$ cat src/rtl/lsu_pkg.sv
// Shared definitions for the load/store port: RV32I size codes, FSM states and defaults.
// The optional misalignment trap (LSU_MISALIGN_TRAP_EN) uses the misaligned() helper below.
package lsu_pkg;

  localparam int DMEM_SIZE_DEFAULT = 4096;

  localparam logic [2:0] F3_B  = 3'b000;
  localparam logic [2:0] F3_H  = 3'b001;
  localparam logic [2:0] F3_W  = 3'b010;
  localparam logic [2:0] F3_BU = 3'b100;
  localparam logic [2:0] F3_HU = 3'b101;

  typedef enum logic [1:0] {
    ST_IDLE   = 2'd0,
    ST_ACCESS = 2'd1,
    ST_MERGE  = 2'd2,
    ST_RESP   = 2'd3
  } lsu_state_e;

  // Stores only exist in signed-size form; unsigned codes are load-only.
  function automatic logic funct3_legal(input logic we, input logic [2:0] f3);
    logic ok;
    case (f3)
      F3_B, F3_H, F3_W: ok = 1'b1;
      F3_BU, F3_HU:     ok = ~we;
      default:          ok = 1'b0;
    endcase
    return ok;
  endfunction

  function automatic logic misaligned(input logic [2:0] f3, input logic [1:0] off);
    logic bad;
    case (f3)
      F3_H, F3_HU: bad = off[0];
      F3_W:        bad = (off != 2'b00);
      default:     bad = 1'b0;
    endcase
    return bad;
  endfunction

endpackage

$ cat src/rtl/lsu_align.sv
// Combinational lane logic: load extraction with sign/zero extension and sub-word store merge.
module lsu_align
  import lsu_pkg::*;
(
  input  logic [2:0]  funct3,
  input  logic [1:0]  byte_off,
  input  logic [31:0] word,
  input  logic [15:0] store_data,
  output logic [31:0] load_data,
  output logic [31:0] merge_data
);

  logic [7:0]  byte_s;
  logic [15:0] half_s;

  // Select the addressed byte and halfword lanes of the memory word.
  always_comb begin
    byte_s = 8'd0;
    case (byte_off)
      2'd0:    byte_s = word[7:0];
      2'd1:    byte_s = word[15:8];
      2'd2:    byte_s = word[23:16];
      2'd3:    byte_s = word[31:24];
      default: byte_s = 8'd0;
    endcase
    if (byte_off[1]) begin
      half_s = word[31:16];
    end else begin
      half_s = word[15:0];
    end
  end

  // Extend the selected lane to a full register value.
  always_comb begin
    load_data = 32'd0;
    case (funct3)
      F3_B:    load_data = {{24{byte_s[7]}}, byte_s};
      F3_H:    load_data = {{16{half_s[15]}}, half_s};
      F3_W:    load_data = word;
      F3_BU:   load_data = {24'd0, byte_s};
      F3_HU:   load_data = {16'd0, half_s};
      default: load_data = 32'd0;
    endcase
  end

  // Replace the addressed byte/half of the read word with store data.
  always_comb begin
    merge_data = word;
    case (funct3)
      F3_B: begin
        case (byte_off)
          2'd0:    merge_data[7:0]   = store_data[7:0];
          2'd1:    merge_data[15:8]  = store_data[7:0];
          2'd2:    merge_data[23:16] = store_data[7:0];
          2'd3:    merge_data[31:24] = store_data[7:0];
          default: merge_data = word;
        endcase
      end
      F3_H: begin
        if (byte_off[1]) begin
          merge_data[31:16] = store_data;
        end else begin
          merge_data[15:0] = store_data;
        end
      end
      default: merge_data = word;
    endcase
  end

endmodule

$ cat src/rtl/lsu_port.sv
// Single-outstanding RV32I load/store port to a word-wide data memory, byte stores done as RMW.
// Define LSU_MISALIGN_TRAP_EN to report misaligned half/word accesses as errors instead of aligning them.
module lsu_port
  import lsu_pkg::*;
#(
  parameter int DMEM_SIZE = DMEM_SIZE_DEFAULT
) (
  input  logic        clk,
  input  logic        rst_n,
  input  logic        req_valid,
  output logic        req_ready,
  input  logic        req_we,
  input  logic [2:0]  req_funct3,
  input  logic [31:0] req_addr,
  input  logic [31:0] req_wdata,
  output logic        rsp_valid,
  output logic [31:0] rsp_rdata,
  output logic        rsp_err,
  output logic        mem_read,
  output logic        mem_write,
  output logic [31:0] mem_addr,
  output logic [31:0] mem_wdata,
  input  logic [31:0] mem_rdata
);

  lsu_state_e  state_r;
  logic        we_r;
  logic [2:0]  funct3_r;
  logic [1:0]  off_r;
  logic [15:0] sdata_r;

  logic        mem_read_r;
  logic        mem_write_r;
  logic [31:0] mem_addr_r;
  logic [31:0] mem_wdata_r;
  logic        rsp_valid_r;
  logic [31:0] rsp_rdata_r;
  logic        rsp_err_r;

  logic        req_err_s;
  logic        req_sw_s;
  logic [31:0] load_data_s;
  logic [31:0] merge_data_s;

  lsu_align u_align (
    .funct3     (funct3_r),
    .byte_off   (off_r),
    .word       (mem_rdata),
    .store_data (sdata_r),
    .load_data  (load_data_s),
    .merge_data (merge_data_s)
  );

  // Classify the request presented in IDLE.
  always_comb begin
    req_sw_s  = req_we && (req_funct3 == F3_W);
    req_err_s = 1'b0;
    if (!funct3_legal(req_we, req_funct3)) begin
      req_err_s = 1'b1;
    end else if (req_addr >= 32'(DMEM_SIZE)) begin
      req_err_s = 1'b1;
`ifdef LSU_MISALIGN_TRAP_EN
    end else if (misaligned(req_funct3, req_addr[1:0])) begin
      req_err_s = 1'b1;
`endif
    end else begin
      req_err_s = 1'b0;
    end
  end

  // Main FSM with registered memory strobes and response.
  always_ff @(posedge clk or negedge rst_n) begin
    if (!rst_n) begin
      state_r     <= ST_IDLE;
      we_r        <= 1'b0;
      funct3_r    <= 3'd0;
      off_r       <= 2'd0;
      sdata_r     <= 16'd0;
      mem_read_r  <= 1'b0;
      mem_write_r <= 1'b0;
      mem_addr_r  <= 32'd0;
      mem_wdata_r <= 32'd0;
      rsp_valid_r <= 1'b0;
      rsp_rdata_r <= 32'd0;
      rsp_err_r   <= 1'b0;
    end else begin
      case (state_r)
        ST_IDLE: begin
          if (req_valid) begin
            we_r     <= req_we;
            funct3_r <= req_funct3;
            off_r    <= req_addr[1:0];
            sdata_r  <= req_wdata[15:0];
            if (req_err_s) begin
              state_r     <= ST_RESP;
              rsp_valid_r <= 1'b1;
              rsp_err_r   <= 1'b1;
              rsp_rdata_r <= 32'd0;
            end else begin
              state_r     <= ST_ACCESS;
              mem_addr_r  <= {req_addr[31:2], 2'b00};
              mem_read_r  <= ~req_sw_s;
              mem_write_r <= req_sw_s;
              mem_wdata_r <= req_sw_s ? req_wdata : 32'd0;
            end
          end else begin
            state_r <= ST_IDLE;
          end
        end
        ST_ACCESS: begin
          mem_read_r <= 1'b0;
          if (!we_r) begin
            state_r     <= ST_RESP;
            mem_addr_r  <= 32'd0;
            rsp_valid_r <= 1'b1;
            rsp_rdata_r <= load_data_s;
            rsp_err_r   <= 1'b0;
          end else if (funct3_r == F3_W) begin
            state_r     <= ST_RESP;
            mem_write_r <= 1'b0;
            mem_wdata_r <= 32'd0;
            mem_addr_r  <= 32'd0;
            rsp_valid_r <= 1'b1;
            rsp_rdata_r <= 32'd0;
            rsp_err_r   <= 1'b0;
          end else begin
            // Sub-word store: write back the merged word next cycle at the same address.
            state_r     <= ST_MERGE;
            mem_write_r <= 1'b1;
            mem_wdata_r <= merge_data_s;
          end
        end
        ST_MERGE: begin
          state_r     <= ST_RESP;
          mem_write_r <= 1'b0;
          mem_wdata_r <= 32'd0;
          mem_addr_r  <= 32'd0;
          rsp_valid_r <= 1'b1;
          rsp_rdata_r <= 32'd0;
          rsp_err_r   <= 1'b0;
        end
        ST_RESP: begin
          state_r     <= ST_IDLE;
          rsp_valid_r <= 1'b0;
          rsp_rdata_r <= 32'd0;
          rsp_err_r   <= 1'b0;
        end
        default: begin
          state_r     <= ST_IDLE;
          mem_read_r  <= 1'b0;
          mem_write_r <= 1'b0;
          mem_addr_r  <= 32'd0;
          mem_wdata_r <= 32'd0;
          rsp_valid_r <= 1'b0;
          rsp_rdata_r <= 32'd0;
          rsp_err_r   <= 1'b0;
        end
      endcase
    end
  end

  // Ready is gated by rst_n so it reads 0 during reset and 1 right after release.
  assign req_ready = rst_n & (state_r == ST_IDLE);
  assign rsp_valid = rsp_valid_r;
  assign rsp_rdata = rsp_rdata_r;
  assign rsp_err   = rsp_err_r;
  assign mem_read  = mem_read_r;
  assign mem_write = mem_write_r;
  assign mem_addr  = mem_addr_r;
  assign mem_wdata = mem_wdata_r;

endmodule

$ cat config.mk
export PLATFORM = sky130hd
export DESIGN_NAME = lsu_port
export DESIGN_NICKNAME = d
export VERILOG_FILES = /design/src/rtl/lsu_pkg.sv /design/src/rtl/lsu_align.sv /design/src/rtl/lsu_port.sv
export SDC_FILE = /design/constraint.sdc
export NUM_CORES = 1
export LEC_CHECK = 0
export CAP_MARGIN = 20
export CORE_AREA = 2 2 84 167
export DETAILED_ROUTE_END_ITERATION = 12
export DIE_AREA = 0 0 86 169
export PLACE_DENSITY = 0.85
export SYNTH_ARGS = -nofsm -noshare
export SYNTH_HDL_FRONTEND = slang
export SYNTH_SLANG_ARGS = --single-unit
$ cat constraint.sdc
create_clock -name clk -period 3.46 [get_ports clk]
set_input_delay 0.346 -clock clk [delete_from_list [all_inputs] [get_ports clk]]
set_output_delay 0.346 -clock clk [all_outputs]
set_load 0.02 [all_outputs]
==> results.yml, run 1 <==
outcome:
  run_status: "finished, final reports clean"
finish:
  layout_common_cells: "clkdlybuf4s50_1 (200), dfrtp_1 (122), nor2_1 (52)"
  diodes: 0
  fin_area_um2: 9330
  nets: 926
  drive_gt1_share_pct: 13.4
  syn_to_final_growth_pct: 40.1
  layout_commonest_cell: "clkdlybuf4s50_1"
placement:
  dp_hpwl_um: 14400
  placement.io_buffers: 201
  place_area_um2: 8710
  globalplace.congestion: 0.951
synth:
  syn-cell-area_um2: 6660
  synthSimpleGateAreaFrac_pct: 12.4
  netlist_instances: 635
  yosysSeqAreaShare_pct: 45.9
  synth.area.mux_share_pct: 17.0
  synth_top_family_by_area: "compound AO/OA/AOI/OAI gates"
  synth-seq-cells: 122
  ys_warn_count: 0
  synth.avg_cell_area_um2: 10.5
  yosys.area_share.adder_pct: 1.13
  synth_compound_area_share_pct: 19.1
  synth.distinct_cells: 52
  synth_xor_area_share_pct: 0
drt:
  drtIter0Drc: 541
  vias: 6036
  wire_per_inst_um: 20.5
  wl_um: 20200
  antenna_left: 0
  viasPerCell: 6.13
  first_pass_iters: 6
  drc: 0
die:
  rows: 60
  die_w_um: 86
  core_area_um2: 13300
  dieArea_um2: 14500
  die_h_um: 169
  start_util_pct: 50.1
  ioPinCount: 204
clocking:
  clock_sinks: 122
  clk_pin_slew_ps: 60
  cts_max_level: 4
  clk_latency_ps: 420
  root_buffer: "clkbuf_16"
  cts_resized: 0
  cts_tree: "built"
  numCtsBuffers: 17
  clockBufferDepth: 2
  cts_hold_buf: 1
  cts_setup_buffers: 0
global_route:
  gr-usage-all-layers_pct: 28.1
  grt_pass1_vias: 6101
  antenna_found_initial: 0
  grt_overflow: 0
  grt_max_degree: 68
  grt_pass1_wl_um: 31600
setup_path:
  reg2reg_depth: 5
  path_class: "flip-flop to flip-flop"
  arrival_ps: 2740
  rr_endpoint: "mem_wdata[0]"
  reg2reg_from: "off_r[0]"
  critPathRequiredTime_ps: 3730
  critPathMaxFanout: 28
  regToRegSetupSlack_ps: 980
  cp-startpoint: "off_r[0]"
  cp-end-kind: "flip-flop"
  cp-start-kind: "flip-flop"
  cp-endpoint: "mem_wdata[0]"
power_and_ir_drop:
  p_per_area_nw_per_um2: 964
  p_leak_nw: 3.89
  ir_worst_vdd_v: 0.000615
timing:
  tightest_slew_ps: 992
  report.final.slew_viol_count: 0
  max_slew_margin_pct: 33.7
  hold_viol: 0
  fmax_mhz: 404
  tns_ps: 0
  timing.final.crit_share_pct: 71.6
  fin_skew_ps: 7.00
  setup_viol: 0
  rsz0062_at_grt: "no"
  min_period_ps: 2480
run:
  maxCapViolCount: 0
worst_hold_path:
  hold_path_class: "input port to asynchronous set/reset pin"
## cells in the mapped netlist (all sizes together)
cell type  instances  area, um2
nor2b             32        200
conb               1       3.75
nand4              3       18.8
inv                6       22.5
o221a              1       11.3
nand2             43        166
a221oi             9       78.8
nand3              4       25.0
ha                 6       75.1
nand2b             5       31.3
a22oi             23        173
nor3               2       21.3
o2bb2ai            1       8.76
o211ai             1       7.51
mux4               8        180
or3b               2       17.5
o221ai             1       15.0
clkbuf            20       78.8
a2bb2oi           15        131
nor3b              2       20.0
o22ai             17        106
dfrtp            122       3050
or2b               4       30.0
mux2i             33        330
o21bai             1       18.8
nand3b             1       7.51
nor2              54        203
o21ai             40        238
buf               33        196
nor4               5       43.8
a31oi             32        200
nor4b              1       23.8
and2               1       6.26
mux2              55        619
a21oi             49        283
or3                1       6.26
and3               1       6.26
## per-layer routing
layer	share of wire (%)	routed length (um)	global-route usage, %	vias up
met3	10	2090	7.56	67
li1	-	-	-	2694
met4	4.4	899	13.9	0
met2	48	9610	44.5	392
met5	0	0	0	-
met1	38	7620	35.1	2883
## worst min-delay path by stage
stage | start | end | slack [ps] | cells after the start
final | rst_n | mem_addr[31] | 360 | 2
after detailed placement | rst_n | mem_addr[8] | 240 | 1
after global routing | rst_n | mem_addr[31] | 390 | 2
after CTS | rst_n | mem_addr[16] | 360 | 2
after global placement | rst_n | mem_addr[7] | 240 | 1
after floorplan | rst_n | funct3_r[0] | 50 | 0
## logic make-up (layout without fill, tap and decap cells)
logic type,count (synthesis),count (layout)
AND/OR/NAND/NOR,161,161
flip-flops,122,122
adder cells (fa/ha/maj),6,6
other,1,2
AO/OA/AOI/OAI,190,190
buffers and inverters,59,253
multiplexers,96,96
## state kept, by name (all words and copies together) (netlist names)
register   count
funct3_r       3
mem_addr      30
mem_read       1
mem_wdata     32
mem_write      1
off_r          2
rsp_err        1
rsp_rdata     32
rsp_valid      1
sdata_r       16
state_r        2
we_r           1
## worst max-delay path: stages, from the launching register on
cell       delay [ps]
dfrtp_1           880
nand2b_1          330
nand2_1           440
mux2i_1           250
a2bb2oi_1         290
a31oi_1           130
## where the power goes
| part | total [W] | internal (W) | switching, W |
|---|---|---|---|
| registers | 0.00248 | 0.00200 | 0.000478 |
| clock network | 0.00182 | 0.00115 | 0.000667 |
| logic | 0.00470 | 0.00214 | 0.00256 |
## stage by stage
stage	total power, W	instances	hold slack (ps)	util [%]	setup slack, ps
after floorplan	0.00562	636	50.4	-	1680
after global routing	0.00951	985	393	70.2	730
after global placement	0.00697	952	238	65.5	843
after detailed placement	0.00713	952	237	65.5	804
after CTS	0.00900	985	361	70.2	969
final	0.00900	985	359	70.2	984
## final cells by class
type                    instances  area, um2
multi-input cells             455       3330
fillers                       943       3960
repair buffers                215       2120
clock inverters                14        173
well taps                     155        194
flip-flops and latches        122       3050
clock buffers                  18        439
inverters                       6       22.5
No activity file was read; power rests on OpenSTA's default activity.
==> run 2: changes to the inputs <==
--- a/config.mk
+++ b/config.mk
@@ -6,10 +6,10 @@
 export NUM_CORES = 1
 export LEC_CHECK = 0
 export CAP_MARGIN = 20
-export CORE_AREA = 2 2 84 167
+export CORE_AREA = 2 2 91 181
 export DETAILED_ROUTE_END_ITERATION = 12
-export DIE_AREA = 0 0 86 169
-export PLACE_DENSITY = 0.85
+export DIE_AREA = 0 0 93 183
+export PLACE_DENSITY = 0.77
 export SYNTH_ARGS = -nofsm -noshare
 export SYNTH_HDL_FRONTEND = slang
 export SYNTH_SLANG_ARGS = --single-unit
==> constraint.sdc (replaced) <==
create_clock -name clk -period 2.25 [get_ports clk]
set_input_delay 0.225 -clock clk [delete_from_list [all_inputs] [get_ports clk]]
set_output_delay 0.225 -clock clk [all_outputs]
set_load 0.02 [all_outputs]
==> run 2 against run 1 <==
Net effect:
- die area rose by 17%
- power is 60% higher
- register-to-register slack worse by 880 ps
- clock power grew 65%
- utilization down 8.3 points
- critical path type unchanged
==> results.yml, run 2 (synthesized netlist as in run 1, its figures left out) <==
outcome:
  run_status: "finished, final reports clean"
setup_path:
  critPathRequiredTime_ps: 2540
  reg2reg_from: "funct3_r[1]"
  rr_endpoint: "mem_wdata[6]"
  worst-path-buf-inv: 1
  cp-startpoint: "funct3_r[1]"
  critical-path-max-stage-delay_ps: 490
  crit_path_top_delay_cell: "dfrtp_1"
  path_class: "flip-flop to flip-flop"
  critPathTopFamily: "simple AND/OR/NAND/NOR gates"
  cp-end-kind: "flip-flop"
  critPathMaxFanout: 19
  arrival_ps: 2430
  regToRegSetupSlack_ps: 100
  cp-start-kind: "flip-flop"
  reg2reg_depth: 5
  crit_chain: "or3b_1 > nand3_2 > buf_4 > a2bb2oi_1 > a31oi_1"
finish:
  fill_cells: 1280
  syn_to_final_growth_pct: 45.2
  instances_no_fill: 1049
  multiInputGateArea_um2: 3330
  diodes: 0
  nets: 945
  layout_commonest_cell: "clkdlybuf4s50_1"
  final_util_pct: 61.9
  layout_common_cells: "clkdlybuf4s50_1 (199), dfrtp_1 (122), nor2_1 (52)"
  seqCellArea_um2: 3050
  drive_gt1_share_pct: 15.3
global_route:
  gr-usage-all-layers_pct: 25.1
  grt_pass1_vias: 6160
  grt_overflow: 0
  antenna_found_initial: 0
  grt_max_degree: 123
  grt_pass1_wl_um: 33300
clocking:
  cts_tree: "built"
  root_buffer: "clkbuf_16"
  clockBufferDepth: 2
  cts_max_level: 4
  clock_sinks: 122
  clk_pin_slew_ps: 60
  clk_latency_ps: 420
  numCtsBuffers: 17
timing:
  min_period_ps: 2150
  fin_skew_ps: 11.9
  tightest_slew_ps: 722
  tns_ps: 0
  hold_viol: 0
  report.final.slew_viol_count: 0
  fmax_mhz: 466
  timing.final.crit_share_pct: 95.4
  rsz0062_at_grt: "no"
  fin_hold_ws_ps: 452
  max_slew_margin_pct: 51.5
  setup_viol: 0
run:
  maxCapViolCount: 0
worst_hold_path:
  hp-start: "req_wdata[8]"
  holdPathEnd: "sdata_r[8]"
  hold_path_class: "input port to flip-flop"
  hold-path-cell-count: 2
placement:
  dp_hpwl_um: 15200
  globalplace.congestion: 0.897
  dp_cells: 1017
  placement.io_buffers: 201
die:
  die_h_um: 183
  rows: 65
  core_area_um2: 15600
  ioPinCount: 204
  start_util_pct: 42.6
  dieArea_um2: 17000
  die_w_um: 93
power_and_ir_drop:
  p_leak_nw: 4.04
  ir_worst_vdd_v: 0.000789
  p_per_area_nw_per_um2: 1490
  total_power_w: 0.0144
drt:
  viasPerCell: 5.72
  antenna_left: 0
  vias: 5999
  wl_um: 20900
  first_pass_iters: 5
  drc: 0
  wire_per_inst_um: 19.9
  drtIter0Drc: 469
## run 2: cell types whose count changed in the layout (fill, tap and decap cells not counted), moves of 2 or more
| cell | before | now |
|---|---|---|
| buf_4 | 14 | 25 |
| buf_12 | 0 | 8 |
| bufinv_16 | 3 | 5 |
| clkinv_2 | 2 | 0 |
| clkinv_4 | 3 | 5 |
## run 2: through the flow
step | instance area (um2) | worst slack (ps)
floorplan | 6660 | 471
global placement | 9010 | 13.4
detailed placement | 9010 | -55.7
CTS | 9670 | 115
global route | 9670 | 21.4
finish | 9670 | 104
## run 2: where the power goes
group          total, W  internal [W]  leakage [nW]  switching (W)
Combinational   0.00773       0.00356          2.18        0.00417
Clock           0.00300       0.00196         0.301        0.00104
Sequential      0.00370       0.00308          1.56       0.000618
## run 2: worst register-to-register path: stages (launching register included)
cell,delay (ps)
dfrtp_1,490
or3b_1,480
nand3_2,370
buf_4,310
a2bb2oi_1,240
a31oi_1,120
## run 2: final cells by class
class | count | share of cell area [%]
flip-flops and latches | 122 | 31.6
clock buffers | 17 | 4.40
well taps | 201 | 2.60
clock inverters | 14 | 2.32
inverters | 6 | 0.233
multi-input cells | 455 | 34.5
repair buffers | 234 | 24.4
## run 2: worst max-delay path by stage
stage	end	slack, ps	depth (start not counted)
6_report	mem_wdata[6]	100	5
2_1_floorplan	mem_addr[10]	470	6
3_3_place_gp	mem_addr[15]	10	7
4_1_cts	mem_wdata[0]	110	6
3_5_place_dp	mem_addr[4]	-60	7
5_1_grt	mem_wdata[0]	20	6
## run 2: repair_timing
item / 4_1_cts / 5_1_grt
gates resized for setup: 2 / 0
endpoints found under the hold margin: 122 / 0
endpoints found under the setup margin: 1 / 0
hold buffers: 1 / 0
setup buffers: 0 / 0
## run 2: routing by layer
metal  GRT usage, %  vias up  share of wire (%)
li1               -     2736                  -
met1           32.6     2909                 40
met2           40.3      307                 48
met3           5.38       47                7.9
met4           10.9        0                3.2
met5              0        -                  0
==> run 3: changes to the inputs <==
--- a/config.mk
+++ b/config.mk
@@ -6,10 +6,9 @@
 export NUM_CORES = 1
 export LEC_CHECK = 0
 export CAP_MARGIN = 20
-export CORE_AREA = 2 2 91 181
+export CORE_AREA = 2 2 101 201
 export DETAILED_ROUTE_END_ITERATION = 12
-export DIE_AREA = 0 0 93 183
-export PLACE_DENSITY = 0.77
+export DIE_AREA = 0 0 103 203
 export SYNTH_ARGS = -nofsm -noshare
 export SYNTH_HDL_FRONTEND = slang
 export SYNTH_SLANG_ARGS = --single-unit
==> run 3 against run 2 <==
Net effect:
- wire length grew 9.9%
- non-clock buffer count grew 1
- critical path depth unchanged
- critical endpoint is now rsp_rdata[19]
- largest power group unchanged
==> results.yml, run 3 (synthesized netlist as in run 1, its figures left out) <==
setup_path:
  crit_chain: "mux4_2 > nor4b_4 > o21bai_4 > a21oi_1 > o21ai_1"
  path_class: "flip-flop to flip-flop"
  cp-end-kind: "flip-flop"
  critPathMaxFanout: 16
  cp-start-kind: "flip-flop"
  arrival_ps: 2440
  crit_path_top_delay_cell: "dfrtp_1"
  worst-path-buf-inv: 0
  critPathTopFamily: "compound AO/OA/AOI/OAI gates"
  critical-path-max-stage-delay_ps: 600
  critPathRequiredTime_ps: 2590
placement:
  globalplace.congestion: 0.890
  preCtsSetupSlack_ps: -202
  dp_hpwl_um: 17600
  placement.io_buffers: 201
  place_area_um2: 9100
clocking:
  cts_tree: "built"
  root_buffer: "clkbuf_16"
  numCtsBuffers: 17
  clk_pin_slew_ps: 50
  clk_latency_ps: 420
  clockBufferDepth: 2
  cts_max_level: 4
  clock_sinks: 122
timing:
  report.final.slew_viol_count: 0
  fin_skew_ps: 8.62
  layout_setup_ws_ps: 152
  max_slew_margin_pct: 53.1
  timing.final.crit_share_pct: 93.2
  tightest_slew_ps: 698
  min_period_ps: 2100
  setup_viol: 0
  fmax_mhz: 477
  rsz0062_at_grt: "no"
  hold_viol: 0
  tns_ps: 0
power_and_ir_drop:
  p_seq_share_pct: 25.8
  p_clk_share_pct: 20.2
  p_per_area_nw_per_um2: 1480
  p_leak_nw: 4.06
  combPwrFrac_pct: 53.9
  p_sw_w: 0.00579
  p_int_w: 0.00863
  sw_frac_of_total_pct: 40.2
  ir_worst_vdd_v: 0.000658
drt:
  antenna_left: 0
  viasPerCell: 5.44
  drc: 0
  first_pass_iters: 4
  wl_um: 23000
  drtIter0Drc: 240
  vias: 6028
  wire_per_inst_um: 20.7
die:
  rows: 72
  ioPinCount: 204
  die_h_um: 203
  start_util_pct: 34.5
  dieArea_um2: 20900
  die_w_um: 103
  core_area_um2: 19300
finish:
  fin_area_um2: 9750
  drive_gt1_share_pct: 14.9
  fill_cells: 1809
  layout_common_cells: "clkdlybuf4s50_1 (199), dfrtp_1 (122), nor2_1 (52)"
  layout_commonest_cell: "clkdlybuf4s50_1"
  nets: 946
  diodes: 0
  syn_to_final_growth_pct: 46.4
global_route:
  grt_pass1_vias: 6440
  grt_overflow: 0
  gr-usage-all-layers_pct: 22.4
  grt_pass1_wl_um: 35100
  antenna_found_initial: 0
  grt_max_degree: 123
outcome:
  run_status: "finished, final reports clean"
run:
  maxCapViolCount: 0
worst_hold_path:
  hold_path_class: "input port to flip-flop"
## run 3: cell types whose count changed in the layout (fill, tap and decap cells not counted), moves of 2 or more
cell | before | now
clkbuf_8 | 0 | 3
clkinv_2 | 0 | 2
clkinvlp_4 | 4 | 1
clkinv_4 | 5 | 0
clkbuf_1 | 0 | 5
## run 3: what timing repair did
action / CTS / global route
hold buffers: 1 / 0
endpoints found under the setup margin: 1 / 1
gates resized for setup: 2 / 1
hold endpoints to repair: 87 / 0
setup buffers: 0 / 0
## run 3: path summary, 6_finish.rpt
path | start | endpoint | slack [ps] | depth (start not counted)
worst max-delay path | off_r[1] | rsp_rdata[19] | 150 | 5
worst min-delay path | req_addr[1] | off_r[1] | 430 | 2
worst max register to register | off_r[1] | rsp_rdata[19] | 150 | 5
worst min register to register | rsp_rdata[28] | rsp_rdata[28] | 480 | 2
max in group asynchronous | rst_n | mem_addr[22] | 1230 | 3
min in group asynchronous | rst_n | mem_addr[3] | 450 | 3
## run 3: worst reg2reg max path: cells and delay by family (launching register included)
kind / cells / cell delay (ps)
AOI/OAI and AO/OA: 3 / 630
DFF: 1 / 600
and+or+nand+nor: 1 / 480
muxes: 1 / 320
## run 3: final cells by class
type | instances | area (um2) | area share (%)
Multi-Input combinational cell | 455 | 3340 | 34.3
Sequential cell | 122 | 3050 | 31.3
Clock buffer | 25 | 485 | 4.98
Timing Repair Buffer | 235 | 2380 | 24.4
Inverter | 6 | 22.5 | 0.231
Clock inverter | 7 | 138 | 1.41
Tap cell | 259 | 324 | 3.32
## run 3: routing by layer
metal | track usage, % | wire [um] | vias to the layer above | part of all wire, %
li1 | - | - | 2739 | -
met1 | 23.1 | 7920 | 2939 | 35
met2 | 38.8 | 11900 | 272 | 52
met3 | 5.23 | 1520 | 78 | 6.6
met4 | 15.4 | 1590 | 0 | 6.9
met5 | 0 | 0 | - | 0
## run 3: stage by stage
step                      util (%)  cells  power, W  hold slack (ps)
final                         50.6   1109    0.0144              431
after global routing          50.6   1109    0.0153              443
after CTS                     50.6   1109    0.0146              416
after detailed placement      47.2   1076    0.0115              431
after global placement        47.2   1076    0.0114              418
after floorplan                  -    636   0.00864            -70.6
## run 3: power by group through the flow
stage | clock network [W] | registers (W) | logic, W
4_1_cts | 0.00298 | 0.00373 | 0.00786
5_1_grt | 0.00307 | 0.00382 | 0.00844
6_report | 0.00292 | 0.00373 | 0.00778
3_3_place_gp | 0 | 0.00372 | 0.00765
3_5_place_dp | 0 | 0.00375 | 0.00778
2_1_floorplan | 0 | 0.00426 | 0.00438
